**config.mk**
```make
export PLATFORM = sky130hd
export DESIGN_NAME = striping_scheduler_flat
export DESIGN_NICKNAME = d
export VERILOG_FILES = /design/src/rtl/striping_scheduler_if.sv /design/src/rtl/striping_scheduler.sv /design/src/flat_wrapper.sv
export SDC_FILE = /design/constraint.sdc
export NUM_CORES = 1
export LEC_CHECK = 0
export ABC_AREA = 1
export CAP_MARGIN = 20
export CORE_MARGIN = 2
export CORE_UTILIZATION = 40
export DETAILED_ROUTE_END_ITERATION = 7
export DONT_BUFFER_PORTS = 1
export GPL_ROUTABILITY_DRIVEN = 1
export PLACE_DENSITY = 0.56
export SLEW_MARGIN = 20
export SYNTH_ARGS = -nofsm -noshare
export SYNTH_HDL_FRONTEND = slang
export SYNTH_SLANG_ARGS = --single-unit
export TNS_END_PERCENT = 30
```
**constraint.sdc**
```tcl
create_clock -name clk_f -period 1.3 [get_ports clk_f]
set_input_delay 0.26 -clock clk_f [delete_from_list [all_inputs] [get_ports clk_f]]
set_output_delay 0.26 -clock clk_f [all_outputs]
set_load 0.02 [all_outputs]
```
**src/rtl/striping_scheduler_if.sv**
```systemverilog
// Purpose: upstream/demux handshake bundle for the two-lane striping scheduler.
// Signals:
//   enable, valid_in, data_in     upstream control and word (master drives)
//   lane0_afull, lane1_afull      lane FIFO almost-full flags (master drives)
//   ready_out, selector, data_out,
//   valid_out_0, valid_out_1      scheduler outputs (slave drives)
interface striping_scheduler_if #(
  parameter int unsigned DATA_W = 32
);
  logic              enable;
  logic              valid_in;
  logic [DATA_W-1:0] data_in;
  logic              lane0_afull;
  logic              lane1_afull;
  logic              ready_out;
  logic              selector;
  logic [DATA_W-1:0] data_out;
  logic              valid_out_0;
  logic              valid_out_1;

  modport master (
    output enable, valid_in, data_in, lane0_afull, lane1_afull,
    input  ready_out, selector, data_out, valid_out_0, valid_out_1
  );

  modport slave (
    input  enable, valid_in, data_in, lane0_afull, lane1_afull,
    output ready_out, selector, data_out, valid_out_0, valid_out_1
  );
endinterface

```
**src/rtl/striping_scheduler.sv**
```systemverilog
// Purpose: sequences the two-lane striping demux. Bursts of BURST_LEN accepted
//   words alternate lane0/lane1 in strict order; the target lane's almost-full
//   flag backpressures upstream instead of skipping to the other lane.
// Ports:
//   clk_f      clock, rising edge
//   reset_L    asynchronous active-low reset
//   bus        striping_scheduler_if.slave (handshake, data and demux controls)
//   word_cnt   accepted-word counter (stats)
//   stall_cnt  cycles with valid_in high, ready_out low and scheduler active
// Configuration:
//   STRIPING_STATS_EN  defined: statistics counters are built.
//                      undefined: word_cnt and stall_cnt are tied to 0.
module striping_scheduler #(
  parameter int unsigned DATA_W    = 32,
  parameter int unsigned BURST_LEN = 1,
  parameter int unsigned CNT_W     = 16
) (
  input  logic                 clk_f,
  input  logic                 reset_L,
  striping_scheduler_if.slave  bus,
  output logic [CNT_W-1:0]     word_cnt,
  output logic [CNT_W-1:0]     stall_cnt
);

  localparam int unsigned BEAT_W = (BURST_LEN > 1) ? $clog2(BURST_LEN) : 1;
  localparam logic [BEAT_W-1:0] BEAT_LAST = BEAT_W'(BURST_LEN - 1);

  typedef enum logic [1:0] {
    ST_IDLE  = 2'd0,
    ST_RUN   = 2'd1,
    ST_DRAIN = 2'd2
  } state_e;

  state_e            state_q;
  logic              selector_q;
  logic              selector_d;
  logic [BEAT_W-1:0] beat_cnt_q;
  logic [BEAT_W-1:0] beat_cnt_d;
  logic              target_afull;
  logic              ready;
  logic              accept;
  logic              burst_done;

  // Backpressure only looks at the lane currently selected.
  assign target_afull = selector_q ? bus.lane1_afull : bus.lane0_afull;
  assign ready        = (state_q != ST_IDLE) & ~target_afull;
  assign accept       = bus.valid_in & ready;
  assign burst_done   = accept & (beat_cnt_q == BEAT_LAST);

  assign bus.ready_out   = ready;
  assign bus.selector    = selector_q;
  assign bus.data_out    = bus.data_in;
  assign bus.valid_out_0 = accept & ~selector_q;
  assign bus.valid_out_1 = accept & selector_q;

  // Beat counter and lane select advance only on accepted words.
  always_comb begin
    selector_d = selector_q;
    beat_cnt_d = beat_cnt_q;
    if (burst_done) begin
      selector_d = ~selector_q;
      beat_cnt_d = '0;
    end else if (accept) begin
      beat_cnt_d = beat_cnt_q + BEAT_W'(1);
    end
  end

  // Scheduler FSM plus lane/beat registers.
  always_ff @(posedge clk_f or negedge reset_L) begin
    if (!reset_L) begin
      state_q    <= ST_IDLE;
      selector_q <= 1'b0;
      beat_cnt_q <= '0;
    end else begin
      selector_q <= selector_d;
      beat_cnt_q <= beat_cnt_d;
      case (state_q)
        ST_IDLE: begin
          if (bus.enable) state_q <= ST_RUN;
        end
        ST_RUN: begin
          // A burst completing on the same edge enable falls needs no drain.
          if (!bus.enable) begin
            if ((beat_cnt_q == '0) || burst_done) state_q <= ST_IDLE;
            else                                  state_q <= ST_DRAIN;
          end
        end
        ST_DRAIN: begin
          if (burst_done) state_q <= ST_IDLE;
        end
        default: state_q <= ST_IDLE;
      endcase
    end
  end

`ifdef STRIPING_STATS_EN
  logic [CNT_W-1:0] word_cnt_q;
  logic [CNT_W-1:0] stall_cnt_q;
  logic             stall;

  assign stall = bus.valid_in & ~ready & (state_q != ST_IDLE);

  // Free-running statistics, wrapping silently.
  always_ff @(posedge clk_f or negedge reset_L) begin
    if (!reset_L) begin
      word_cnt_q  <= '0;
      stall_cnt_q <= '0;
    end else begin
      if (accept) word_cnt_q  <= word_cnt_q + CNT_W'(1);
      if (stall)  stall_cnt_q <= stall_cnt_q + CNT_W'(1);
    end
  end

  assign word_cnt  = word_cnt_q;
  assign stall_cnt = stall_cnt_q;
`else
  assign word_cnt  = '0;
  assign stall_cnt = '0;
`endif

endmodule

```
**src/flat_wrapper.sv**
```systemverilog
// flat-port wrapper written by rule: the top's interface ports become plain ports
module striping_scheduler_flat 
#(
  parameter int unsigned DATA_W    = 32,
  parameter int unsigned BURST_LEN = 1,
  parameter int unsigned CNT_W     = 16
)
  (clk_f, reset_L, word_cnt, stall_cnt, bus_enable, bus_valid_in, bus_data_in, bus_lane0_afull, bus_lane1_afull, bus_ready_out, bus_selector, bus_data_out, bus_valid_out_0, bus_valid_out_1);
  striping_scheduler_if #(.DATA_W(DATA_W)) bus_i ();
  input  logic clk_f;
  input  logic reset_L;
  output logic [CNT_W-1:0] word_cnt;
  output logic [CNT_W-1:0] stall_cnt;
  input wire logic [$bits(bus_i.enable)-1:0] bus_enable;
  input wire logic [$bits(bus_i.valid_in)-1:0] bus_valid_in;
  input wire logic [$bits(bus_i.data_in)-1:0] bus_data_in;
  input wire logic [$bits(bus_i.lane0_afull)-1:0] bus_lane0_afull;
  input wire logic [$bits(bus_i.lane1_afull)-1:0] bus_lane1_afull;
  output wire logic [$bits(bus_i.ready_out)-1:0] bus_ready_out;
  output wire logic [$bits(bus_i.selector)-1:0] bus_selector;
  output wire logic [$bits(bus_i.data_out)-1:0] bus_data_out;
  output wire logic [$bits(bus_i.valid_out_0)-1:0] bus_valid_out_0;
  output wire logic [$bits(bus_i.valid_out_1)-1:0] bus_valid_out_1;
  assign bus_i.enable = bus_enable;
  assign bus_i.valid_in = bus_valid_in;
  assign bus_i.data_in = bus_data_in;
  assign bus_i.lane0_afull = bus_lane0_afull;
  assign bus_i.lane1_afull = bus_lane1_afull;
  assign bus_ready_out = bus_i.ready_out;
  assign bus_selector = bus_i.selector;
  assign bus_data_out = bus_i.data_out;
  assign bus_valid_out_0 = bus_i.valid_out_0;
  assign bus_valid_out_1 = bus_i.valid_out_1;
  striping_scheduler #(.DATA_W(DATA_W), .BURST_LEN(BURST_LEN), .CNT_W(CNT_W)) u_core (.clk_f(clk_f), .reset_L(reset_L), .bus(bus_i), .word_cnt(word_cnt), .stall_cnt(stall_cnt));
endmodule
```
==> results.md <==
* Post-route clock period utilization at 107%
* H-tree Lvls at 1
* Hold Fails Final Rpt at 0
* Min-delay worst type: input pin to flip-flop
* Pwr dens at 1510 nW/um2
* Failing checks: negative setup slack
* Post-synth EDFFs at 0
* Critical Path RT at 1040 ps
* Fraction of layout instances using a drive strength above 1 at 25.8%
* GRT met3 Usage at 5.56%
* Leakage Power at 0.251 nW
* CTS tree: built
* Synth Cell Area at 689 um2
* Top FF cell, synth: dfrtp_1
* Clock Sinks at 4
* Die Y at 45.5 um
* GR Layer Usage met2 at 13.0%
* DIE AREA at 2070 um2
* Post-synthesis cell count at 91
* Congestion Overflow GR at 0
* Core ar. at 1560 um2
* Clk root buf: clkbuf_4
* Die width at 45.5 um
* DPL Wire Length at 738 um
* Inserted Diodes at 0
* Initial antenna violation count at 0
* Longest Clk Path Bufs at 2
* CP Launch Type: flip-flop
* Ports at 106
* Cell type with the largest total area after synthesis: buf_4
* Worst-path clk slew at 40 ps
* Dpl cell area at 384 um2
* Port Buffer Count at 0
* Post-route cell area at 435 um2
* Area grow syn2layout at -36.8%
* Yosys cell types at 11
* Yosys Warn Count at 0
* FMAX at 722 MHz
* Num CTS Buffers at 3
* Worst flop-to-flop path startpoint: u_core.bus.selector
* Top cells by area, synth: buf_4 70%, dfrtp_1 15%, nand2_1 3.8%, nor2_1 2.7%, inv_1 2.2%
* Asr flop ratio synth at 100%
* Via count at 313
* First-pass iteration count of the detailed router at 2
* R2R depth at 8
* Crit Path Category: flip-flop to output pin
* Fin. max-slew vios at 0
* Grt peak-use layer: met4
* Largest net degree at the start of global routing at 5
* Cell with the most instances after synthesis: buf_4
* Pre-CTS setup slack at 93.9 ps
* Tot GR Track Use at 8.06%
* Initial Util at 44.2%
* RR Endpoint: u_core.state_q[1]
* R2R setup slack at 150 ps
* Register bit total from synthesis at 4
* Antenna-violating nets left at 0
* Post-Syn Area per Cell at 7.58 um2
* Fin nets at 105
* Worst endpoint data arrival time at 1130 ps
* Placement row count at 14
* Setup violations, final at 3
* Outcome: complete, but fails checks
* Maximum VDD drop at 0.477 mV
* Worst setup path endpoint: bus_valid_out_0
* RePlAce Congestion at 0.611
* Clock Latency Late Sink at 240 ps
* Unrepaired setup endpoints after global routing: true
* CP startpoint: u_core.bus.selector
* Vias in the first global route at 273
* Seq/Total Area, Yosys at 14.5%
* Commonest cells in the netlist: 64 x buf_4, 7 x nand2_1, 5 x nor2_1
* Crit. End Element: output pin
* Met1 GRT Util at 3.84%
* Skew final at 6.79 ps
* Routed wire length at 878 um
* Max Fanout on Critical Path at 4
* Via density at 3.82
* WL/cell at 10.7 um
* Final worst slack at -85.3 ps
* Clock period minus worst slack at 1390 ps
* # DRC at 0
* Post-synth top area share at 69.7%
* # Max-Cap Violations at 0
* Drt initial violations at 1
* First-pass GRT wire length at 1110 um
timing repair:
action	in CTS	in global routing
pin swaps	5	0
setup buffers	1	0
endpoints found under the hold margin	4	0
hold buffers	1	0
endpoints found under the setup margin	3	3
resized for setup	3	0
worst max-delay path, stage by stage (launching register included):
cell and delay, ps:
dfrtp_2 390, inv_2 50, nand2_2 50, nand2_2 60, nor2_4 110, nand2_4 80, nor2_4 150
per-layer routing:
| metal | wire, um | share of wire, % |
|---|---|---|
| met5 | 0 | 0 |
| met3 | 176 | 20 |
| met2 | 460 | 52 |
| met1 | 176 | 20 |
| met4 | 64 | 7.3 |
cell type report:
cell class              count  area (um2)
fillers                   180        1120
multi-input cells          50         240
flip-flops and latches      4         101
repair buffers              4        32.5
clock buffers               4        26.3
well taps                  16        20.0
inverters                   4        15.0
cell usage in the layout (no fill, tap or decap), types with 2 or more instances in the layout:
cell type / netlist / routed
nor2_4: 1 / 3
nand4_1: 2 / 2
inv_1: 4 / 3
nand2_1: 7 / 4
conb_1: 1 / 32
buf_4: 64 / 3
clkbuf_4: 0 / 3
nand2_2: 1 / 3
dfrtp_1: 4 / 3
nor2_1: 5 / 2
cells by family (layout without fill, tap and decap cells):
kind of cell | count (synthesis) | after routing | share of synthesized area, %
flip-flops | 4 | 4 | 14.5
buffers and inverters | 68 | 12 | 71.9
AND/OR/NAND/NOR | 17 | 17 | 12.3
other | 1 | 32 | 0.544
AO/OA/AOI/OAI | 1 | 1 | 0.725
worst min-delay path by stage:
stage / from / to / depth (start not counted)
2_1_floorplan: reset_L / u_core.beat_cnt_q / 0
5_1_grt: bus_valid_in / u_core.beat_cnt_q / 1
4_1_cts: bus_valid_in / u_core.beat_cnt_q / 1
3_5_place_dp: reset_L / u_core.state_q[0] / 0
6_report: bus_valid_in / u_core.beat_cnt_q / 1
3_3_place_gp: reset_L / u_core.state_q[0] / 0
through the flow:
step | TNS, ps | total power, mW | hold slack [ps] | instances | util, %
4_1_cts | -223 | 0.662 | 107 | 82 | 27.9
2_1_floorplan | -234 | 0.615 | -35.6 | 122 | -
3_5_place_dp | 0 | 0.455 | -35.5 | 76 | 24.6
3_3_place_gp | 0 | 0.450 | -35.5 | 76 | 24.6
6_report | -202 | 0.655 | 111 | 82 | 27.9
5_1_grt | -384 | 0.693 | 108 | 82 | 27.9
report_power, final:
part / switching, mW / total [mW] / internal, mW
sequential: 0.0217 / 0.167 / 0.145
combinational: 0.229 / 0.318 / 0.0895
clock: 0.0545 / 0.170 / 0.115
total: 0.305 / 0.655 / 0.350
flip-flops by register name, summed over array words and instances (netlist names):
signal and cells:
u_core.bus.selector 1, u_core.state_q 2, u_core.beat_cnt_q 1
Note: power is estimated with default switching activity, not from simulation.
